--- src/rtl/dmem_ctrl_if.sv ---
// Memory-side bus of the data-memory controller: a req/ack handshake with
// word address, byte enables and lane-replicated write data.
interface dmem_ctrl_if;
  logic        bus_req;
  logic        bus_we;
  logic [31:0] bus_addr;
  logic [31:0] bus_wdata;
  logic [3:0]  bus_be;
  logic        bus_ack;
  logic [31:0] bus_rdata;

  modport master (
    output bus_req, bus_we, bus_addr, bus_wdata, bus_be,
    input  bus_ack, bus_rdata
  );

  modport slave (
    input  bus_req, bus_we, bus_addr, bus_wdata, bus_be,
    output bus_ack, bus_rdata
  );
endinterface

--- src/rtl/dmem_ctrl.sv ---
// Data-memory access controller behind the single-cycle MIPS datapath: lane steering,
// load extension and req/ack sequencing. Optional macro DMEM_ALIGN_CHECK_EN faults misaligned accesses.
module dmem_ctrl #(
  parameter int TIMEOUT = 15
) (
  input  logic        clk,
  input  logic        rst,
  input  logic        memread,
  input  logic        memwrite,
  input  logic [1:0]  size,
  input  logic        sign_ext,
  input  logic [31:0] addr,
  input  logic [31:0] wdata,
  output logic [31:0] readdata,
  output logic        stall,
  output logic        err,
  dmem_ctrl_if.master bus
);

  typedef enum logic [1:0] {IDLE, REQ, DONE} state_t;

  state_t      state, state_nxt;
  logic [7:0]  cnt_p0;
  logic        req_p0, we_p0, err_p0;
  logic [31:0] addr_p0, wdata_p0, rdata_p0;
  logic [3:0]  be_p0;
  logic [1:0]  size_p0, lane_p0;
  logic        sign_p0;
  logic        req_seen, misalign, capture, ack_ok, timeout;

  function automatic logic [3:0] lane_be(input logic [1:0] sz, input logic [1:0] lo);
    case (sz)
      2'b00:   return 4'b0001 << lo;
      2'b01:   return lo[1] ? 4'b1100 : 4'b0011;
      default: return 4'b1111;
    endcase
  endfunction

  function automatic logic [31:0] steer_wdata(input logic [1:0] sz, input logic [31:0] wd);
    case (sz)
      2'b00:   return {4{wd[7:0]}};
      2'b01:   return {2{wd[15:0]}};
      default: return wd;
    endcase
  endfunction

  function automatic logic [31:0] load_extend(input logic [1:0] sz, input logic sx,
                                              input logic [1:0] lo, input logic [31:0] rd);
    logic signed [7:0]  b8;
    logic signed [15:0] h16;
    b8  = rd[{lo, 3'b000} +: 8];
    h16 = lo[1] ? rd[31:16] : rd[15:0];
    case (sz)
      2'b00:   return sx ? 32'(b8)  : {24'd0, b8};
      2'b01:   return sx ? 32'(h16) : {16'd0, h16};
      default: return rd;
    endcase
  endfunction

  assign req_seen = memread | memwrite;

`ifdef DMEM_ALIGN_CHECK_EN
  assign misalign = ((size == 2'b01) & addr[0]) | (size[1] & (addr[1:0] != 2'b00));
`else
  assign misalign = 1'b0;
`endif

  always_ff @(posedge clk or negedge rst) begin
    if (!rst) state <= IDLE;
    else      state <= state_nxt;
  end

  always_comb begin
    state_nxt = state;
    capture   = 1'b0;
    ack_ok    = 1'b0;
    timeout   = 1'b0;
    case (state)
      IDLE: begin
        if (req_seen) begin
          capture   = 1'b1;
          state_nxt = misalign ? DONE : REQ;
        end
      end
      REQ: begin
        // Ack on the final allowed cycle still wins over the timeout.
        if (bus.bus_ack) begin
          ack_ok    = 1'b1;
          state_nxt = DONE;
        end else if (cnt_p0 >= 8'(TIMEOUT - 1)) begin
          timeout   = 1'b1;
          state_nxt = DONE;
        end
      end
      DONE:    state_nxt = IDLE;
      default: state_nxt = IDLE;
    endcase
  end

  // Request capture, bus handshake and result latch
  always_ff @(posedge clk or negedge rst) begin
    if (!rst) begin
      cnt_p0   <= '0;
      req_p0   <= 1'b0;
      we_p0    <= 1'b0;
      addr_p0  <= '0;
      wdata_p0 <= '0;
      be_p0    <= '0;
      size_p0  <= '0;
      lane_p0  <= '0;
      sign_p0  <= 1'b0;
      rdata_p0 <= '0;
      err_p0   <= 1'b0;
    end else begin
      if (capture) begin
        cnt_p0   <= '0;
        req_p0   <= ~misalign;
        we_p0    <= memwrite;
        addr_p0  <= {addr[31:2], 2'b00};
        wdata_p0 <= steer_wdata(size, wdata);
        be_p0    <= lane_be(size, addr[1:0]);
        size_p0  <= size;
        lane_p0  <= addr[1:0];
        sign_p0  <= sign_ext;
        if (misalign) begin
          err_p0   <= 1'b1;
          rdata_p0 <= '0;
        end
      end
      if (state == REQ) begin
        if (ack_ok) begin
          req_p0 <= 1'b0;
          err_p0 <= 1'b0;
          if (!we_p0) rdata_p0 <= load_extend(size_p0, sign_p0, lane_p0, bus.bus_rdata);
        end else if (timeout) begin
          req_p0   <= 1'b0;
          err_p0   <= 1'b1;
          rdata_p0 <= '0;
        end else begin
          cnt_p0 <= cnt_p0 + 8'd1;
        end
      end
      if (state == DONE) err_p0 <= 1'b0;
    end
  end

  assign stall         = rst & (((state == IDLE) & req_seen) | (state == REQ));
  assign readdata      = rdata_p0;
  assign err           = err_p0;
  assign bus.bus_req   = req_p0;
  assign bus.bus_we    = we_p0;
  assign bus.bus_addr  = addr_p0;
  assign bus.bus_wdata = wdata_p0;
  assign bus.bus_be    = be_p0;

endmodule

--- src/flat_wrapper.sv ---
// flat-port wrapper written by rule: the top's interface ports become plain ports
module dmem_ctrl_flat 
#(
  parameter int TIMEOUT = 15
)
  (clk, rst, memread, memwrite, size, sign_ext, addr, wdata, readdata, stall, err, bus_bus_req, bus_bus_we, bus_bus_addr, bus_bus_wdata, bus_bus_be, bus_bus_ack, bus_bus_rdata);
  dmem_ctrl_if bus_i ();
  input  logic clk;
  input  logic rst;
  input  logic memread;
  input  logic memwrite;
  input  logic [1:0] size;
  input  logic sign_ext;
  input  logic [31:0] addr;
  input  logic [31:0] wdata;
  output logic [31:0] readdata;
  output logic stall;
  output logic err;
  output wire logic [$bits(bus_i.bus_req)-1:0] bus_bus_req;
  output wire logic [$bits(bus_i.bus_we)-1:0] bus_bus_we;
  output wire logic [$bits(bus_i.bus_addr)-1:0] bus_bus_addr;
  output wire logic [$bits(bus_i.bus_wdata)-1:0] bus_bus_wdata;
  output wire logic [$bits(bus_i.bus_be)-1:0] bus_bus_be;
  input wire logic [$bits(bus_i.bus_ack)-1:0] bus_bus_ack;
  input wire logic [$bits(bus_i.bus_rdata)-1:0] bus_bus_rdata;
  assign bus_bus_req = bus_i.bus_req;
  assign bus_bus_we = bus_i.bus_we;
  assign bus_bus_addr = bus_i.bus_addr;
  assign bus_bus_wdata = bus_i.bus_wdata;
  assign bus_bus_be = bus_i.bus_be;
  assign bus_i.bus_ack = bus_bus_ack;
  assign bus_i.bus_rdata = bus_bus_rdata;
  dmem_ctrl #(.TIMEOUT(TIMEOUT)) u_core (.clk(clk), .rst(rst), .memread(memread), .memwrite(memwrite), .size(size), .sign_ext(sign_ext), .addr(addr), .wdata(wdata), .readdata(readdata), .stall(stall), .err(err), .bus(bus_i));
endmodule
--- config.mk ---
export PLATFORM = sky130hd
export DESIGN_NAME = dmem_ctrl_flat
export DESIGN_NICKNAME = d
export VERILOG_FILES = /design/src/rtl/dmem_ctrl_if.sv /design/src/rtl/dmem_ctrl.sv /design/src/flat_wrapper.sv
export SDC_FILE = /design/constraint.sdc
export NUM_CORES = 1
export LEC_CHECK = 0
export ABC_AREA = 1
export BUFFER_PORTS_ARGS = -buffer_cell sky130_fd_sc_hd__buf_2
export CAP_MARGIN = 15
export CORE_ASPECT_RATIO = 2
export CORE_MARGIN = 2
export CORE_UTILIZATION = 49
export CTS_CLUSTER_SIZE = 30
export DETAILED_ROUTE_END_ITERATION = 10
export PLACE_DENSITY = 0.8
export SLEW_MARGIN = 10
export SYNTH_ARGS = -nofsm -noshare
export SYNTH_HDL_FRONTEND = slang
export SYNTH_SLANG_ARGS = --single-unit
--- constraint.sdc ---
create_clock -name clk -period 2.3 [get_ports clk]
set_clock_uncertainty 0.05 [all_clocks]
set_input_delay 0.23 -clock clk [delete_from_list [all_inputs] [get_ports clk]]
set_output_delay 0.23 -clock clk [all_outputs]
set_load 0.01 [all_outputs]
==> reports/qor.txt <==
share of layout cells above drive strength 1: 26.50%
Port Buffers: 205
GRT Resource Usage Total: 29.04%
maxcap violations: 0
WL/cell: 15.59 microns
DPL Wire Length: 11530 microns
Worst Path Buf+Inv: 3
Mapped Cells: 723
TritonCTS Buffers: 17
global-route wire length before repair: 27630 microns
status: complete, no violations
critical path arrival: 1.85 ns
GRT overflow: 0
final hold vios: 0
largest net degree at the start of global routing: 117
die height: 154.3 microns
clock sinks: 116
placed insts: 1039
top cell type's share of synthesized area: 52.48%
Power Density: 1398 mW/mm^2
via/cell ratio: 5.199
drt drc: 0
Worst-Margin Slew: 0.6285 ns
PnR worst setup slack: 0.1727 ns
die area: 0.01221 sq mm
# IOs: 208
register area share after synthesis: 52.48%
final antenna-violating net count: 0
top post-synthesis cells by count: nand2_1 (311), dfrtp_1 (116), nand3_1 (65)
LEAKAGE: 0.004314 uW
later-pin clock latency in the skew report: 0.41 ns
Clock Pin Slew Worst Setup and Hold Paths: 0.06 ns
Synth Flop Type: dfrtp_1
Post-CTS Setup Inserts: 0
slowest cell delay on critical path: 0.39 ns
Clock Tree Buf Depth: 2
CTS root buf: clkbuf_16
Sum Neg Setup Slack: 0 ns
fin nets: 1063
fin cells: 1108
Yosys top cell by area: dfrtp_1
RSZ-0062 raised after global routing: false
Syn. warnings: 0
Max FO, Critical Path: 103
Die W: 79.13 microns
Iter 0 DRT Violations: 240
Via Count: 5761
final setup fails: 0
count leader, synth: nand2_1
Synth async-reset ratio: 100.0%
Syn Std Cell Area: 0.005532 sq mm
final wirelength: 17280 microns
Slew Limit Fails: 0
Yosys reg bits: 116
core area: 0.01095 sq mm
Finished Core Util: 69.90%
crit share post-route: 92.49%
Tmin final: 2.127 ns
Post-synth EDFFs: 0
initial antenna violation count: 2
max_slew headroom: 58.10%
critical path's top delay family: buffers and inverters
Cell variety after synth: 26
RePlAce Congestion: 0.9875
starting density of the core: 50.54%
Critical Path End Type: output pin
worst min-delay path category: in2reg
Site Rows: 54
syn_area_per_cell: 7.651 sq um
CTS tree: built
cells along the critical path: inv_1 -> ha_1 -> nand2_4 -> buf_12 -> a21boi_0 -> buf_2
IR drop worst, VDD: 0.0008547 V
Layout area overhead: 38.32%
synth top area cells: dfrtp_1 (52%), nand2_1 (21%), nand3_1 (5.9%)
WS Path Type: reg2out
vias in the first global route: 5924
DP Worst Slack: 0.3770 ns
Critical Path RT: 2.02 ns
H-tree Lvls: 4
f_max: 0.4701 GHz
Worst path slowest cell: dfrtp_1
Worst setup SP type: flip-flop
drt pass-1 iters: 7
==> kinds of logic after synthesis <==
group / after synthesis / synth area share (%)
adders and majority gates: 6 / 1.357
DFF: 116 / 52.48
buffers and inverters: 76 / 5.791
AOI/OAI and AO/OA: 87 / 8.098
other: 1 / 0.06779
and+or+nand+nor: 437 / 32.21
==> cell usage in the layout (no fill, tap or decap), types with 5 or more instances in the layout <==
master and instances:
nor2_1 53, nand2_1 310, clkinv_4 5, a21oi_1 38, dlygate4sd3_1 35, clkbuf_16 17
buf_4 8, ha_1 6, o21ai_0 44, nand3_1 65, inv_1 35, dfrtp_1 116
buf_2 204
==> registers in the layout (all words and copies together), names as in the netlist, 2 cells and up <==
name,count
u_core.bus.bus_be,4
u_core.size_p0,2
u_core.cnt_p0,8
u_core.lane_p0,2
u_core.bus.bus_wdata,32
u_core.state,2
u_core.readdata,32
u_core.bus.bus_addr,30
==> path summary, 6_finish.rpt <==
kind                                                    start                                   end  slack, ns  depth (start not counted)
max                               u_core.state[0]$_DFFE_PN0P_                                 stall       0.17                          6
min                                                 wdata[17]  u_core.bus.bus_wdata[17]$_DFFE_PN0P_       0.02                          3
max reg2reg                     u_core.lane_p0[1]$_DFFE_PN0P_       u_core.readdata[27]$_DFFE_PN0P_       0.32                          9
min reg2reg                u_core.bus.bus_addr[4]$_DFFE_PN0P_    u_core.bus.bus_addr[4]$_DFFE_PN0P_       0.42                          2
max in group asynchronous                                 rst  u_core.bus.bus_wdata[31]$_DFFE_PN0P_       1.28                          3
min in group asynchronous                                 rst   u_core.bus.bus_addr[27]$_DFFE_PN0P_       0.42                          3
==> per-stage QoR <==
| step | area, sq um | total power [uW] | hold slack [ns] |
|---|---|---|---|
| after floorplan | 5535 | 6104 | -0.1156 |
| after global placement | 6665 | 7656 | 0.3271 |
| after detailed placement | 6665 | 7764 | 0.3351 |
| after CTS | 7646 | 10670 | 0.01117 |
| after global routing | 7651 | 11440 | 0.02033 |
| final | 7651 | 10700 | 0.02277 |
==> worst reg2reg max path: stages, from the launching register on <==
cell	delay, ns
dfrtp_1	0.73
inv_2	0.22
nand2_1	0.11
nand2_1	0.10
nand2_2	0.08
nand2_2	0.07
nand2_4	0.13
nand3_4	0.19
nand2_1	0.12
nand2_1	0.06
==> per-layer routing <==
layer	up-vias	global-route usage [%]	part of all wire, %
li1	2743	-	-
met1	2695	29.74	35
met2	275	53.67	55
met3	48	7.876	6.9
met4	0	12.73	3.6
met5	-	0	0
==> power breakdown <==
part / internal, uW / total, uW / switching, uW
Clock: 1830 / 2810 / 987
Combinational: 1580 / 4270 / 2690
Sequential: 2970 / 3620 / 642
==> timing repair <==
action / CTS / global route
resized for setup: 0 / 0
hold buffers: 35 / 0
hold endpoints to repair: 150 / 0
==> layout make-up <==
| cell class | count | area [sq um] |
|---|---|---|
| diodes | 2 | 5.005 |
| clock buffers | 18 | 429.2 |
| clock inverters | 14 | 201.4 |
| fillers | 903 | 3294 |
| inverters | 37 | 146.4 |
| multi-input cells | 532 | 2320 |
| flip-flops and latches | 116 | 2903 |
| well taps | 140 | 175.2 |
| repair buffers | 249 | 1471 |
Note: power is estimated with default switching activity, not from simulation.
